===== config.mk =====
export PLATFORM = sky130hd
export DESIGN_NAME = mc_controller
export DESIGN_NICKNAME = d
export VERILOG_FILES = /design/src/rtl/mc_pkg.sv /design/src/rtl/mc_waitctr.sv /design/src/rtl/mc_controller.sv
export SDC_FILE = /design/constraint.sdc
export NUM_CORES = 1
export LEC_CHECK = 0
export ABC_AREA = 1
export CORE_MARGIN = 10
export CORE_UTILIZATION = 38
export CTS_CLUSTER_SIZE = 8
export DETAILED_ROUTE_END_ITERATION = 8
export MAX_ROUTING_LAYER = met4
export PLACE_DENSITY_LB_ADDON = 0.2
export SKIP_CTS_REPAIR_TIMING = 1
export SLEW_MARGIN = 20
export SYNTH_ARGS = -nofsm -noshare
export SYNTH_HDL_FRONTEND = slang
export SYNTH_SLANG_ARGS = --single-unit
export TNS_END_PERCENT = 10

===== constraint.sdc =====
create_clock -name clk -period 1.6 [get_ports clk]
set_input_delay 0.48 -clock clk [delete_from_list [all_inputs] [get_ports clk]]
set_output_delay 0.48 -clock clk [all_outputs]
set_load 0.03 [all_outputs]

===== src/rtl/mc_pkg.sv =====
// Shared encodings for the multicycle controller: FSM states, opcodes and datapath select codes.
// States 9/10 exist only when MC_ADDI_EN is defined; otherwise they decode as unused.
package mc_pkg;

    typedef enum logic [3:0] {
        StFetch    = 4'd0,
        StDecode   = 4'd1,
        StMemAdr   = 4'd2,
        StMemRead  = 4'd3,
        StMemWb    = 4'd4,
        StMemWrite = 4'd5,
        StExecute  = 4'd6,
        StAluWb    = 4'd7,
        StBranch   = 4'd8,
        StAddiEx   = 4'd9,
        StAddiWb   = 4'd10,
        StJump     = 4'd11
    } state_t;

    localparam logic [5:0] OP_LW    = 6'b100011;
    localparam logic [5:0] OP_SW    = 6'b101011;
    localparam logic [5:0] OP_RTYPE = 6'b000000;
    localparam logic [5:0] OP_BEQ   = 6'b000100;
    localparam logic [5:0] OP_ADDI  = 6'b001000;
    localparam logic [5:0] OP_J     = 6'b000010;

    localparam logic [1:0] ALUOP_ADD   = 2'b00;
    localparam logic [1:0] ALUOP_SUB   = 2'b01;
    localparam logic [1:0] ALUOP_FUNCT = 2'b10;

    localparam logic [1:0] PCSRC_ALU    = 2'b00;
    localparam logic [1:0] PCSRC_ALUOUT = 2'b01;
    localparam logic [1:0] PCSRC_JUMP   = 2'b10;

    localparam logic [1:0] SRCB_REG   = 2'b00;
    localparam logic [1:0] SRCB_FOUR  = 2'b01;
    localparam logic [1:0] SRCB_IMM   = 2'b10;
    localparam logic [1:0] SRCB_IMMSH = 2'b11;

endpackage


===== src/rtl/mc_waitctr.sv =====
// Memory wait counter: counts consecutive not-ready cycles while enabled and flags the
// cycle in which the count would reach TIMEOUT (ready in that cycle suppresses the flag).
module mc_waitctr #(
    parameter int unsigned TIMEOUT = 16
) (
    input  logic clk,
    input  logic reset,
    input  logic i_en,
    input  logic i_ready,
    output logic o_timeout
);

    logic [4:0] r_cnt;

    assign o_timeout = i_en && !i_ready && (r_cnt == 5'(TIMEOUT - 1));

    always_ff @(posedge clk or posedge reset) begin
        if (reset) begin
            r_cnt <= '0;
        end else if (!i_en || i_ready || o_timeout) begin
            r_cnt <= '0;
        end else begin
            r_cnt <= r_cnt + 5'd1;
        end
    end

endmodule


===== src/rtl/mc_controller.sv =====
// Multicycle MIPS-style control FSM (Moore) with memory-wait timeout and illegal-op detection.
// Define MC_ADDI_EN to enable the addi path (ADDIEX/ADDIWB); otherwise op 001000 is illegal.
module mc_controller #(
    parameter int unsigned TIMEOUT = 16
) (
    input  logic       clk,
    input  logic       reset,
    input  logic [5:0] op,
    input  logic       mem_ready,
    output logic       IorD,
    output logic       ALUSrcA,
    output logic       RegDst,
    output logic       MemtoReg,
    output logic [1:0] ALUSrcB,
    output logic [1:0] ALUOp,
    output logic [1:0] PCSrc,
    output logic       IRWrite,
    output logic       PCWrite,
    output logic       Branch,
    output logic       MemWrite,
    output logic       RegWrite,
    output logic       mem_err,
    output logic       illegal_op,
    output logic [3:0] state
);

    import mc_pkg::*;

    state_t r_state;
    state_t w_state_nxt;
    logic   w_mem_state;
    logic   w_timeout;
    logic   w_illegal;

    assign w_mem_state = (r_state == StFetch) || (r_state == StMemRead) ||
                         (r_state == StMemWrite);

    mc_waitctr #(
        .TIMEOUT (TIMEOUT)
    ) u_waitctr (
        .clk       (clk),
        .reset     (reset),
        .i_en      (w_mem_state),
        .i_ready   (mem_ready),
        .o_timeout (w_timeout)
    );

    always_ff @(posedge clk or posedge reset) begin
        if (reset) begin
            r_state <= StFetch;
        end else begin
            r_state <= w_state_nxt;
        end
    end

    always_comb begin
        w_state_nxt = StFetch;
        w_illegal   = 1'b0;
        case (r_state)
            StFetch:    w_state_nxt = mem_ready ? StDecode : StFetch;
            StDecode: begin
                case (op)
                    OP_LW, OP_SW: w_state_nxt = StMemAdr;
                    OP_RTYPE:     w_state_nxt = StExecute;
                    OP_BEQ:       w_state_nxt = StBranch;
                    OP_J:         w_state_nxt = StJump;
`ifdef MC_ADDI_EN
                    OP_ADDI:      w_state_nxt = StAddiEx;
`endif
                    default:      w_illegal = 1'b1;
                endcase
            end
            StMemAdr:   w_state_nxt = (op == OP_SW) ? StMemWrite : StMemRead;
            StMemRead:  w_state_nxt = mem_ready ? StMemWb : StMemRead;
            StMemWrite: w_state_nxt = mem_ready ? StFetch : StMemWrite;
            StExecute:  w_state_nxt = StAluWb;
`ifdef MC_ADDI_EN
            StAddiEx:   w_state_nxt = StAddiWb;
`endif
            default:    w_state_nxt = StFetch;
        endcase
        // Timeout only fires with mem_ready low, so a same-cycle ready still advances.
        if (w_timeout) begin
            w_state_nxt = StFetch;
        end
    end

    always_comb begin
        IorD     = 1'b0;
        ALUSrcA  = 1'b0;
        RegDst   = 1'b0;
        MemtoReg = 1'b0;
        ALUSrcB  = SRCB_REG;
        ALUOp    = ALUOP_ADD;
        PCSrc    = PCSRC_ALU;
        IRWrite  = 1'b0;
        PCWrite  = 1'b0;
        Branch   = 1'b0;
        MemWrite = 1'b0;
        RegWrite = 1'b0;
        case (r_state)
            StFetch: begin
                ALUSrcB = SRCB_FOUR;
                IRWrite = mem_ready;
                PCWrite = mem_ready;
            end
            StDecode:   ALUSrcB = SRCB_IMMSH;
            StMemAdr: begin
                ALUSrcA = 1'b1;
                ALUSrcB = SRCB_IMM;
            end
            StMemRead:  IorD = 1'b1;
            StMemWb: begin
                MemtoReg = 1'b1;
                RegWrite = 1'b1;
            end
            StMemWrite: begin
                IorD     = 1'b1;
                MemWrite = 1'b1;
            end
            StExecute: begin
                ALUSrcA = 1'b1;
                ALUOp   = ALUOP_FUNCT;
            end
            StAluWb: begin
                RegDst   = 1'b1;
                RegWrite = 1'b1;
            end
            StBranch: begin
                ALUSrcA = 1'b1;
                ALUOp   = ALUOP_SUB;
                PCSrc   = PCSRC_ALUOUT;
                Branch  = 1'b1;
            end
            StJump: begin
                PCSrc   = PCSRC_JUMP;
                PCWrite = 1'b1;
            end
`ifdef MC_ADDI_EN
            StAddiEx: begin
                ALUSrcA = 1'b1;
                ALUSrcB = SRCB_IMM;
            end
            StAddiWb:   RegWrite = 1'b1;
`endif
            default: ;
        endcase
        // Reset holds FETCH mux values but must not let mem_ready leak into the enables.
        if (reset) begin
            IRWrite  = 1'b0;
            PCWrite  = 1'b0;
            Branch   = 1'b0;
            MemWrite = 1'b0;
            RegWrite = 1'b0;
        end
    end

    assign mem_err    = w_timeout & ~reset;
    assign illegal_op = w_illegal & ~reset;
    assign state      = r_state;

endmodule


# Yosys cells after proc, flatten, opt, wreduce, memory -nomap -nowiden
# Cells that the tools add are included.
[word_totals]
wordCells = 62
ff_bits = 9
input_bits = 9
output_inout_bits = 21
[op_classes]
n_bitwise = 3
n_eq_ne = 14
mux = 27
reduce_logical = 15
add_sub_neg = 1
[ops]
columns = ["operator", "n"]
rows = [
  ["$pmux 4 s6", 1],
  ["$eq 4x3->1 const B", 4],
  ["$mux 1", 16],
  ["$pmux 4 s4", 1],
  ["$eq 6x6->1 const B", 2],
  ["$mux 3", 3],
  ["$eq 4x2->1 const B", 2],
  ["$eq 4x4->1 const B", 2],
  ["$pmux 2 s2", 2],
  ["$eq 6x2->1 const B", 1],
  ["$eq 6x3->1 const B", 1],
  ["$logic_not 6->1", 1],
  ["$pmux 2 s3", 1],
  ["$reduce_or 2->1", 3],
  ["$add 5x1->5 const B", 1],
  ["$eq 5x4->1 const B", 1],
  ["$mux 5", 1],
  ["$reduce_or 5->1", 1],
  ["$eq 4x1->1 const B", 1],
  ["$logic_not 4->1", 1],
  ["$logic_or 1x1->1", 4],
  ["$mux 4", 1],
  ["$reduce_or 3->1", 1],
  ["$and 1x1->1", 2],
  ["other kinds (4)", 6],
]

# Longest topological paths before layout
# Gate-level depths: netlist (run 1).
[depth]
depth_word = 7
ltp_mapped = 8
depth_no_buf = 8

# Modules after synthesis
# A second synthesis (run 1) with hierarchy kept.
[unflattened]
cells_unflattened = 122
area_unflattened_um2 = 733.2
[by_module_without_submodules]
columns = ["module", "instances", "seq_area_each_um2", "area_per_inst_um2", "cells_per_inst"]
rows = [
  ["mc_controller", 1, 100.1, 480.5, 92],
  ["mc_waitctr", 1, 125.1, 252.7, 30],
]

# Worst setup path after synthesis (run 1)
# OpenSTA, ideal clock, no wires.
[synth_timing]
path_kind = "register to output"
start = "register r_state[3] (netlist: state[3])"
end = "output port PCWrite"
setup_slack_ns = -0.786
path_stages_with_launch = 4
arrival_ns = 1.906
t_required_ns = 1.120
path_buffers = 0
path_cell_list = "dfrtp_1 inv_1 nor3_1 o21a_1"
[synth_via]
elab_chain_len = 3
word_cells_on_any_way = 4
classes_between = "1 x eq/ne; 2 x mux; 1 x reduce/logical"
[synth_lines]
columns = ["item", "line_no", "text"]
rows = [
  ["from (decl)", "mc_controller.sv:29", "state_t r_state;"],
  ["from (signal assigned)", "mc_controller.sv:50", "r_state <= StFetch;"],
  ["from (signal assigned)", "mc_controller.sv:52", "r_state <= w_state_nxt;"],
  ["$eq 4x4->1 / $logic_not 4->1 (equally long branches)", "mc_controller.sv:101", "case (r_state)"],
  ["$pmux 1 s2 (*)", "mc_controller.sv:101", ""],
  ["$mux 1 (*)", "mc_controller.sv:149", "if (reset) begin"],
  ["to (decl)", "mc_controller.sv:18", "output logic PCWrite,"],
]
# Every way passes the cells marked *; elsewhere a longest branch is shown, timed or not.

# Worst setup path in the final report (run 1)
[layout_timing]
start = "input port mem_ready"
end = "output port PCWrite"
[layout_via]
elab_chain_len = 2
[layout_lines]
columns = ["item", "line_no", "text"]
rows = [
  ["from (decl)", "mc_controller.sv:9", "input logic mem_ready,"],
  ["$pmux 1 s2", "mc_controller.sv:101", ""],
  ["$mux 1", "mc_controller.sv:149", ""],
]
# Every way passes these cells.

==> metrics.sh, run 1 <==
NUM_ROWS=16
ANT_NETS=0
SYNTH_TOP_FAMILY_BY_AREA='simple AND/OR/NAND/NOR gates'
DIE_WIDTH_UM=64.63
SETUP_REPAIR_AFTER_GLOBAL_ROUTING_MISSED_ITS_MARGIN='true'
DIE_AREA_UM2=4177
TIMING.CRITICAL_PATH.REQUIRED_NS=1.12
CTS-ROOT-TO-SINK-BUFFERS=2
FLOW.AREA_GROWTH_FROM_SYNTHESIS_PCT=94.05
SYNTH_CELL_TYPE_COUNT=22
POWER_DENSITY_nW_PER_UM2=1096
HOLD-WORST-SLACK_NS=0.3319
TIGHTEST_SLEW_NS=0.1994
TIMING.FINAL.HOLD_VIOLATIONS=0
POWER.IR.VDD_WORST_V=0.0007207
WORSTSKEWPAIRLATENCY_NS=0.26
WORSTPATHBUFFERINVERTERCOUNT=3
PLACE.PORT_BUFFERS=29
DP_HPWL_MM=2.079
FLOORPLAN.IO_PINS=30
YS_SEQ_ELEMENTS=9
TOTAL_ROUTING_RESOURCE_UTILIZATION_AFTER_GLOBAL_ROUTING=0.1183
TIMING.FMAX_MHz=506.4
NUMBER_OF_ANTENNA_CELLS_INSERTED=0
FINAL_NETS=191
CTS_TREE='built'
SYNTHMUXAREASHARE=0
DETAIL_ROUTE.WIRELENGTH_MM=2.597
CRIT_PATH_CLASS='in2out'
CTS-HTREE-LEVELS=1
TRITONCTS.NUM_BUFFERS=3
FINAL_PERIOD_UTIL=1.234
DIE_H_UM=64.63
POST-ROUTE-UTIL=0.7643
INITIAL_UTILIZATION=0.3939
SYNTH.CELL_AREA_UM2=757.0
FINALWORSTPATHREQUIREDPERIOD_NS=1.975
STATUS='complete, but fails checks'
ROUTED_WIRE_LENGTH_PER_INSTANCE_UM=12.61
MAXSLEWHEADROOM=0.8668
DETAILEDPLACE.WORSTSLACK_NS=-0.4723
NUMBER_OF_GLOBAL_ROUTE_VIAS_BEFORE_REPAIR=936
SYNTH-XOR-AREA-SHARE=0.01157
PLACEABLECOREAREA_UM2=1922
NFILLCELLS=145
SYNTHESIS.AREA_PER_INSTANCE_UM2=6.699
CRITPATHTOPFAMILY='buffers and inverters'
FIRST_PASS_ITERS=4
POWER_LEAKAGE_nW=0.8142
SYNTHADDERAREAFRAC=0.03306
VIAS=967
CTS_ROOT_BUFFER='sky130_fd_sc_hd__clkbuf_4'
SYN_INST=113
TIMING.CRITICAL_PATH.FROM_TYPE='input pin'
TIMING.CRITICAL_PATH.SLOWEST_CELL_DELAY_NS=0.50
VIOLATIONS='setup timing'
SYNTH-WARNING-COUNT=0
CRITICAL_PATH.SLOWEST_CELL='sky130_fd_sc_hd__clkdlybuf4s50_1'
DP_CELLS=199
SYNTH-COMPOUND-AREA-SHARE=0.04628
SETUP_WS_NS=-0.3749
SYNTH_FP_NETS=124
WORSTPATHARRIVAL_NS=1.49
TIMING.CRITICAL_PATH.FANOUT_MAX=5
CLOCK_SKEW_NS=0.004682
TIMING.CRITICAL_PATH.TO_TYPE='primary output'
POST_SYNTH_AND_OR_NAND_NOR_AREA_FRACTION=0.4926
VIAS_PER_CELL=4.694
GR-TOTAL-OVERFLOW=0
POST_ROUTE_CELLS_DRIVE_ABOVE_1_SHARE=0.5866
DRTITER0DRC=31
GRT_MAX_DEGREE=10
DRV_SLEW=0
PLACE_CONGESTION=0.8805
GRT_ANTENNA_BEFORE_REPAIR=0
YS_SEQ_AREA_FRAC=0.2975
DRC=0
TOTAL_POWER_mW=1.610
WORST_HOLD_PATH_TYPE='in2async'
CRITICAL_PATH.CELL_CHAIN='clkdlybuf4s50_1, inv_2, nor2_2, o21a_1, buf_4'
FINAL-INSTANCE-COUNT-EXCL-FILL=206
MAX-CAP-VIOLATIONS=0
GRT_PASS1_WL_MM=4.002
CLOCK-SINKS=9
SETUP_VIOLATION_TOTAL_IN_THE_FINAL_TIMING_REPORT=17
CLK_PIN_SLEW_WORST_PATHS_NS=0.06
## cells in the final DEF, fill, tap and decap left out, types with 2 or more instances in the layout
master / count
sky130_fd_sc_hd__buf_4: 46
sky130_fd_sc_hd__nor2_1: 18
sky130_fd_sc_hd__inv_1: 14
sky130_fd_sc_hd__nand2_1: 10
sky130_fd_sc_hd__nand3_1: 10
sky130_fd_sc_hd__inv_2: 8
sky130_fd_sc_hd__buf_6: 8
sky130_fd_sc_hd__nor2_4: 7
sky130_fd_sc_hd__nor2_2: 7
sky130_fd_sc_hd__dlymetal6s2s_1: 7
sky130_fd_sc_hd__nand3_2: 6
sky130_fd_sc_hd__dfrtp_1: 5
sky130_fd_sc_hd__nand2_2: 4
sky130_fd_sc_hd__dfrtp_2: 4
sky130_fd_sc_hd__nor3_4: 3
sky130_fd_sc_hd__clkbuf_4: 3
sky130_fd_sc_hd__nand4_1: 2
sky130_fd_sc_hd__nor3_2: 2
sky130_fd_sc_hd__a21oi_2: 2
sky130_fd_sc_hd__a21oi_1: 2
sky130_fd_sc_hd__ha_2: 2
## cell type report
cell class / instances / area, um^2 / area share
Multi-Input combinational cell: 80 / 553.0 / 0.3765
Sequential cell: 9 / 230.2 / 0.1567
Timing Repair Buffer: 62 / 533.0 / 0.3629
Inverter: 24 / 92.59 / 0.06303
Tap cell: 27 / 33.78 / 0.02300
Clock buffer: 4 / 26.28 / 0.01789
## final timing paths
path,from,end,slack (ns),cells past startpoint
setup / recovery,mem_ready,PCWrite,-0.37,5
hold / removal,reset,u_waitctr.r_cnt[3],0.33,3
setup reg to reg,u_waitctr.r_cnt[1],state[1],0.14,9
hold reg to reg,u_waitctr.r_cnt[3],u_waitctr.r_cnt[3],0.60,2
max in group asynchronous,reset,state[3],1.12,3
min in group clk,u_waitctr.r_cnt[3],u_waitctr.r_cnt[3],0.60,2
## flip-flops by register name, indices dropped and copies added, names as in the netlist
signal           flops
state                4
u_waitctr.r_cnt      5
## layer usage
layer  up-vias  track usage  wire [um]
met5         -            -          0
met4         0      0.01604          0
met3         0      0.03952        125
met2        27       0.2143       1435
met1       456       0.1244       1035
li1        484            -          -
## cells by family (layout without fill, tap and decap cells)
family | Yosys count | count (layout)
flops | 9 | 9
xor+xnor | 1 | 1
compound gates | 5 | 5
fa+ha+maj | 2 | 2
buf+inv | 24 | 90
simple gates | 72 | 72
## metrics by stage
stage | TNS (ns) | cell area, um^2
2_1_floorplan | -2.022 | 829.5
6_report | -3.986 | 1469
3_5_place_dp | -2.832 | 1326
3_3_place_gp | -2.520 | 1326
4_1_cts | -4.697 | 1353
5_1_grt | -5.345 | 1469
## cells in the mapped netlist
library cell | count | area [um^2]
sky130_fd_sc_hd__a21oi_1 | 2 | 10.01
sky130_fd_sc_hd__ha_1 | 2 | 25.02
sky130_fd_sc_hd__xor2_1 | 1 | 8.760
sky130_fd_sc_hd__o21a_1 | 1 | 7.510
sky130_fd_sc_hd__or2_0 | 1 | 6.260
sky130_fd_sc_hd__nor2_4 | 2 | 22.52
sky130_fd_sc_hd__nor3_2 | 2 | 20.02
sky130_fd_sc_hd__clkinv_1 | 1 | 3.750
sky130_fd_sc_hd__nand4_1 | 2 | 12.51
sky130_fd_sc_hd__nand2_4 | 1 | 11.26
sky130_fd_sc_hd__nor3_1 | 3 | 15.01
sky130_fd_sc_hd__a21oi_2 | 2 | 17.52
sky130_fd_sc_hd__nor2_1 | 29 | 108.9
sky130_fd_sc_hd__nand3_2 | 3 | 30.03
sky130_fd_sc_hd__nor2_2 | 1 | 6.260
sky130_fd_sc_hd__nand3_4 | 1 | 17.52
sky130_fd_sc_hd__dfrtp_1 | 9 | 225.2
sky130_fd_sc_hd__inv_2 | 2 | 7.510
sky130_fd_sc_hd__nand3_1 | 13 | 65.06
sky130_fd_sc_hd__nand2_2 | 2 | 12.51
sky130_fd_sc_hd__nand2_1 | 12 | 45.04
sky130_fd_sc_hd__inv_1 | 21 | 78.83
## worst reg2reg max path, delay by kind of cell, from the launching register on
family                     cells  cell delay (ns)
buffers and inverters          3             0.33
AOI/OAI and AO/OA              1             0.03
and+or+nand+nor                3             0.25
DFF                            1             0.35
adders and majority gates      2             0.38
## power by group
part / total, mW / internal [mW] / switching [mW]
registers: 0.338 / 0.276 / 0.0624
logic: 1.10 / 0.488 / 0.613
clock network: 0.171 / 0.0958 / 0.0748
Power figures use the tool's default switching activity.
==> run 2: changes to the inputs <==
- SYNTH_HIERARCHICAL: default -> 1
==> run 2 against run 1 <==
The run still ends with setup timing left. Final cell count rose by 8.3%. Sequential power fell by 6%. Core utilization rose by 12 points. Area after synthesis fell by 3.1%. Clock skew fell by 0.0032 ns. Global-route usage fell by 0.10 points. Critical endpoint is now mem_err. Largest power group unchanged. Highest routed layer is now met4.
==> metrics.sh, run 2 <==
STATUS='complete, but fails checks'  # unchanged
VIOLATIONS='setup timing'  # unchanged
MAX_FLOP_REGISTER='u_waitctr/r_cnt'  # was u_waitctr.r_cnt
SYNTH_TOP_AREA_CELL='sky130_fd_sc_hd__dfrtp_1'  # unchanged
CRIT_PATH_CLASS='reg2out'  # was in2out
WORST_SETUP_PATH_STARTPOINT='u_waitctr/r_cnt[0]'  # was mem_ready
CLK_PIN_SLEW_WORST_PATHS_NS=0.06  # about the same
DRTITER0DRC=19  # was 31
DRC=0  # unchanged
MOST_FREQUENT_STANDARD_CELL_IN_THE_LAYOUT_EXCLUDING_FILL_AND_TAP_CELLS='sky130_fd_sc_hd__buf_4'  # unchanged
SYNTH_FP_NETS=133  # was 124
NUMBER_OF_ANTENNA_CELLS_INSERTED=0  # unchanged
VIAS_PER_CELL=5.022  # was 4.694
CLOCK_SKEW_NS=0.001512  # was 0.004682 ns
GR-TOTAL-OVERFLOW=0  # unchanged
DP_HPWL_MM=2.199  # was 2.079 mm
MAXSLEWHEADROOM=0.7833  # was 0.8668
DETAIL_ROUTE.WIRELENGTH_MM=3.494  # was 2.597 mm
DIE_AREA_UM2=4086  # was 4177 um^2
INITIAL_UTILIZATION=0.4112  # was 0.3939
TOTAL_ROUTING_RESOURCE_UTILIZATION_AFTER_GLOBAL_ROUTING=0.1173  # was 0.1183
CRITPATHTOPFAMILY='adder cells'  # was buffers and inverters
PLACEABLECOREAREA_UM2=1783  # was 1922 um^2
POWER_SWITCHING_SHARE=0.4740  # was 0.4661
SETUP_VIOLATION_TOTAL_IN_THE_FINAL_TIMING_REPORT=18  # was 17
FINAL_NETS=210  # was 191
POST_ROUTE_CELLS_DRIVE_ABOVE_1_SHARE=0.5859  # was 0.5866
CTS-HTREE-LEVELS=1  # unchanged
PLACEMENT.CELL_AREA_UM2=1379  # was 1326 um^2
CLOCK-SINKS=9  # unchanged
YOSYSMOSTFREQUENTCELL='sky130_fd_sc_hd__nor2_1'  # unchanged
YS_SEQ_AREA_FRAC=0.3072  # was 0.2975
CTS_ROOT_BUFFER='sky130_fd_sc_hd__clkbuf_4'  # unchanged
NUMBER_OF_GLOBAL_ROUTE_VIAS_BEFORE_REPAIR=967  # was 936
FLOW.AREA_GROWTH_FROM_SYNTHESIS_PCT=115.0  # was 94.05%
POWER_REPORT.INTERNAL_TOTAL_mW=0.8898  # was 0.8598 mW
SYNTHESIS.AREA_PER_INSTANCE_UM2=6.010  # was 6.699 um^2
LARGEST_REGISTER_FF_COUNT=5  # unchanged
CLOCK_POWER_SHARE=0.107  # was 0.106
WORSTPATHARRIVAL_NS=1.63  # was 1.49 ns
SYNTH_CELL_COUNT_LEADERS='35 x sky130_fd_sc_hd__nor2_1, 24 x sky130_fd_sc_hd__inv_1, 20 x sky130_fd_sc_hd__nand2_1'  # was 29 x sky130_fd_sc_hd__nor2_1, 21 x sky130_fd_sc_hd__inv_1, 13 x sky130_fd_sc_hd__nand3_1
WORST_HOLD_PATH_TYPE='in2async'  # unchanged
POWER_FRAC_COMB=0.705  # was 0.684
TOTAL_POWER_mW=1.692  # was 1.610 mW
PLACE_CONGESTION=0.9313  # was 0.8805
SYNTH_ENABLE_FLOP_CELLS=0  # unchanged
ANT_NETS=0  # unchanged
TOTAL_SWITCHING_POWER_mW=0.8019  # was 0.7505 mW
FIN_AREA_UM2=1577  # was 1469 um^2
TIMING.CRITICAL_PATH.FANOUT_MAX=2  # was 5
MAX-CAP-VIOLATIONS=0  # unchanged
POWER.IR.VDD_WORST_V=0.0006623  # was 0.0007207 V
POWER_DENSITY_nW_PER_UM2=1073  # was 1096 nW/um^2
YS.FLOP_TYPE='sky130_fd_sc_hd__dfrtp_1'  # unchanged
SYNTH_CELL_TYPE_COUNT=19  # was 22
SETUP_WS_NS=-0.5070  # was -0.3749 ns
WORSTPATHBUFFERINVERTERCOUNT=3  # unchanged
SYNTH.CELL_AREA_UM2=733.2  # was 757.0 um^2
NUM_ROWS=15  # was 16
NFILLCELLS=88  # was 145
POSTSYNTH.ASYNCRESETSHARE=1.000  # unchanged
TIMING.CRITICAL_PATH.FROM_TYPE='flop'  # was input pin
TIMING.FMAX_MHz=474.6  # was 506.4 MHz
TIMING.FINAL.HOLD_VIOLATIONS=0  # unchanged
SYNTHDOMINANTCELLAREASHARE=0.3072  # was 0.2975
HOLD-WORST-SLACK_NS=0.3035  # was 0.3319 ns
DIE_WIDTH_UM=63.93  # was 64.63 um
YS_SEQ_ELEMENTS=9  # unchanged
TRITONCTS.NUM_BUFFERS=3  # unchanged
CRITICAL_PATH.SLOWEST_CELL='sky130_fd_sc_hd__dfrtp_1'  # was sky130_fd_sc_hd__clkdlybuf4s50_1
WORSTSKEWPAIRLATENCY_NS=0.26  # about the same
FINALWORSTPATHREQUIREDPERIOD_NS=2.107  # was 1.975 ns
SHARE_SEQ_OF_TOTAL_POWER=0.189  # was 0.210
TIMING.CRITICAL_PATH.SLOWEST_CELL_DELAY_NS=0.36  # was 0.50 ns
FINAL_PERIOD_UTIL=1.317  # was 1.234
TIGHTEST_SLEW_NS=0.3245  # was 0.1994 ns
GRT_ANTENNA_BEFORE_REPAIR=0  # unchanged
VIAS=1120  # was 967
DETAILEDPLACE.WORSTSLACK_NS=-0.6032  # was -0.4723 ns
CRITICAL_PATH.CELL_CHAIN='ha_2, nand2_2, nor2_2, ha_2, inv_2, nor2_4, inv_2, nor2_4, buf_6'  # was clkdlybuf4s50_1, inv_2, nor2_2, o21a_1, buf_4
FLOORPLAN.IO_PINS=30  # unchanged
CRITICAL_PATH.REG2REG.STARTPOINT='u_waitctr/r_cnt[0]'  # was u_waitctr.r_cnt[1]
FIRST_PASS_ITERS=4  # unchanged
PLACE.PORT_BUFFERS=29  # unchanged
DIE_H_UM=63.93  # was 64.63 um
SYN_INST=122  # was 113
GRT_PASS1_WL_MM=3.995  # was 4.002 mm
SYNTH-WARNING-COUNT=6  # was 0
TOP_AREA_CELLS_IN_THE_SYNTHESIZED_NETLIST='sky130_fd_sc_hd__dfrtp_1 31%, sky130_fd_sc_hd__nor2_1 18%, sky130_fd_sc_hd__inv_1 12%'  # was sky130_fd_sc_hd__dfrtp_1 30%, sky130_fd_sc_hd__nor2_1 14%, sky130_fd_sc_hd__inv_1 10%
CTS_TREE='built'  # unchanged
POWER_LEAKAGE_nW=0.9075  # was 0.8142 nW
GRT_MAX_DEGREE=6  # was 10
DRV_SLEW=0  # unchanged
TIMING.CRITICAL_PATH.REQUIRED_NS=1.12  # about the same
TIMING.CRITICAL_PATH.TO_TYPE='primary output'  # unchanged
SETUP_REPAIR_AFTER_GLOBAL_ROUTING_MISSED_ITS_MARGIN='true'  # unchanged
ROUTED_WIRE_LENGTH_PER_INSTANCE_UM=15.67  # was 12.61 um
CTS-ROOT-TO-SINK-BUFFERS=2  # unchanged
LAYOUT_COMMON_CELLS='52 x sky130_fd_sc_hd__buf_4, 25 x sky130_fd_sc_hd__nor2_1, 15 x sky130_fd_sc_hd__inv_1, 15 x sky130_fd_sc_hd__nand2_1'  # was 46 x sky130_fd_sc_hd__buf_4, 18 x sky130_fd_sc_hd__nor2_1, 14 x sky130_fd_sc_hd__inv_1
==> run 2: tightest hold or removal path: cells and delay by family <==
kind	cells	cell delay, ns
buffers and inverters	3	0.42
==> run 2: power by group through the flow <==
stage          combinational, mW  sequential, mW  clock [mW]
2_1_floorplan              0.463           0.363           0
3_3_place_gp               0.994           0.313           0
3_5_place_dp                1.02           0.318           0
4_1_cts                     1.02           0.313       0.174
5_1_grt                     1.26           0.324       0.206
6_report                    1.19           0.319       0.181
==> run 2: routing by layer <==
metal / track usage / part of all wire / vias to the layer above
met5: - / 0 / -
met4: 0.03279 / 0.058 / 0
met3: 0.03484 / 0.059 / 22
met2: 0.2177 / 0.53 / 58
met1: 0.1149 / 0.36 / 516
li1: - / - / 524
==> run 2: through the flow <==
step	setup TNS, ns	util	instances
2_1_floorplan	-1.983	-	122
3_3_place_gp	-2.888	0.7733	213
3_5_place_dp	-3.411	0.7733	213
4_1_cts	-5.704	0.7881	217
5_1_grt	-6.194	0.8842	223
6_report	-4.926	0.8842	223
==> run 2: path summary, 6_finish.rpt <==
kind	endpoint	slack, ns	cells past startpoint
worst min-delay path	state[2]	0.30	3
worst max register to register	u_waitctr/r_cnt[3]	-0.01	9
worst max-delay path	mem_err	-0.51	9
max in group asynchronous	u_waitctr/r_cnt[2]	1.04	3
worst min register to register	u_waitctr/r_cnt[0]	0.56	2
min in group clk	u_waitctr/r_cnt[0]	0.56	2
==> run 2: cell type report <==
class / instances / area [um^2] / area share
well taps: 25 / 31.28 / 0.01984
inverters: 26 / 100.1 / 0.06349
flip-flops and latches: 9 / 230.2 / 0.1460
repair buffers: 72 / 628.1 / 0.3984
multi-input cells: 87 / 560.5 / 0.3556
clock buffers: 4 / 26.28 / 0.01667
==> run 2: cell families (layout without fill, tap and decap cells) <==
kind of cell	after synthesis	in the layout	share of synthesized area
AND/OR/NAND/NOR	79	79	0.4813
buffers and inverters	26	102	0.1331
flip-flops	9	9	0.3072
AO/OA/AOI/OAI	6	6	0.04437
adder cells (fa/ha/maj)	2	2	0.03412
==> run 3: changes to the inputs <==
- SYNTH_HIERARCHICAL: 1 -> default
==> results of run 3 <==
The final DEF is identical to that of run 1; final timing and power are the same.
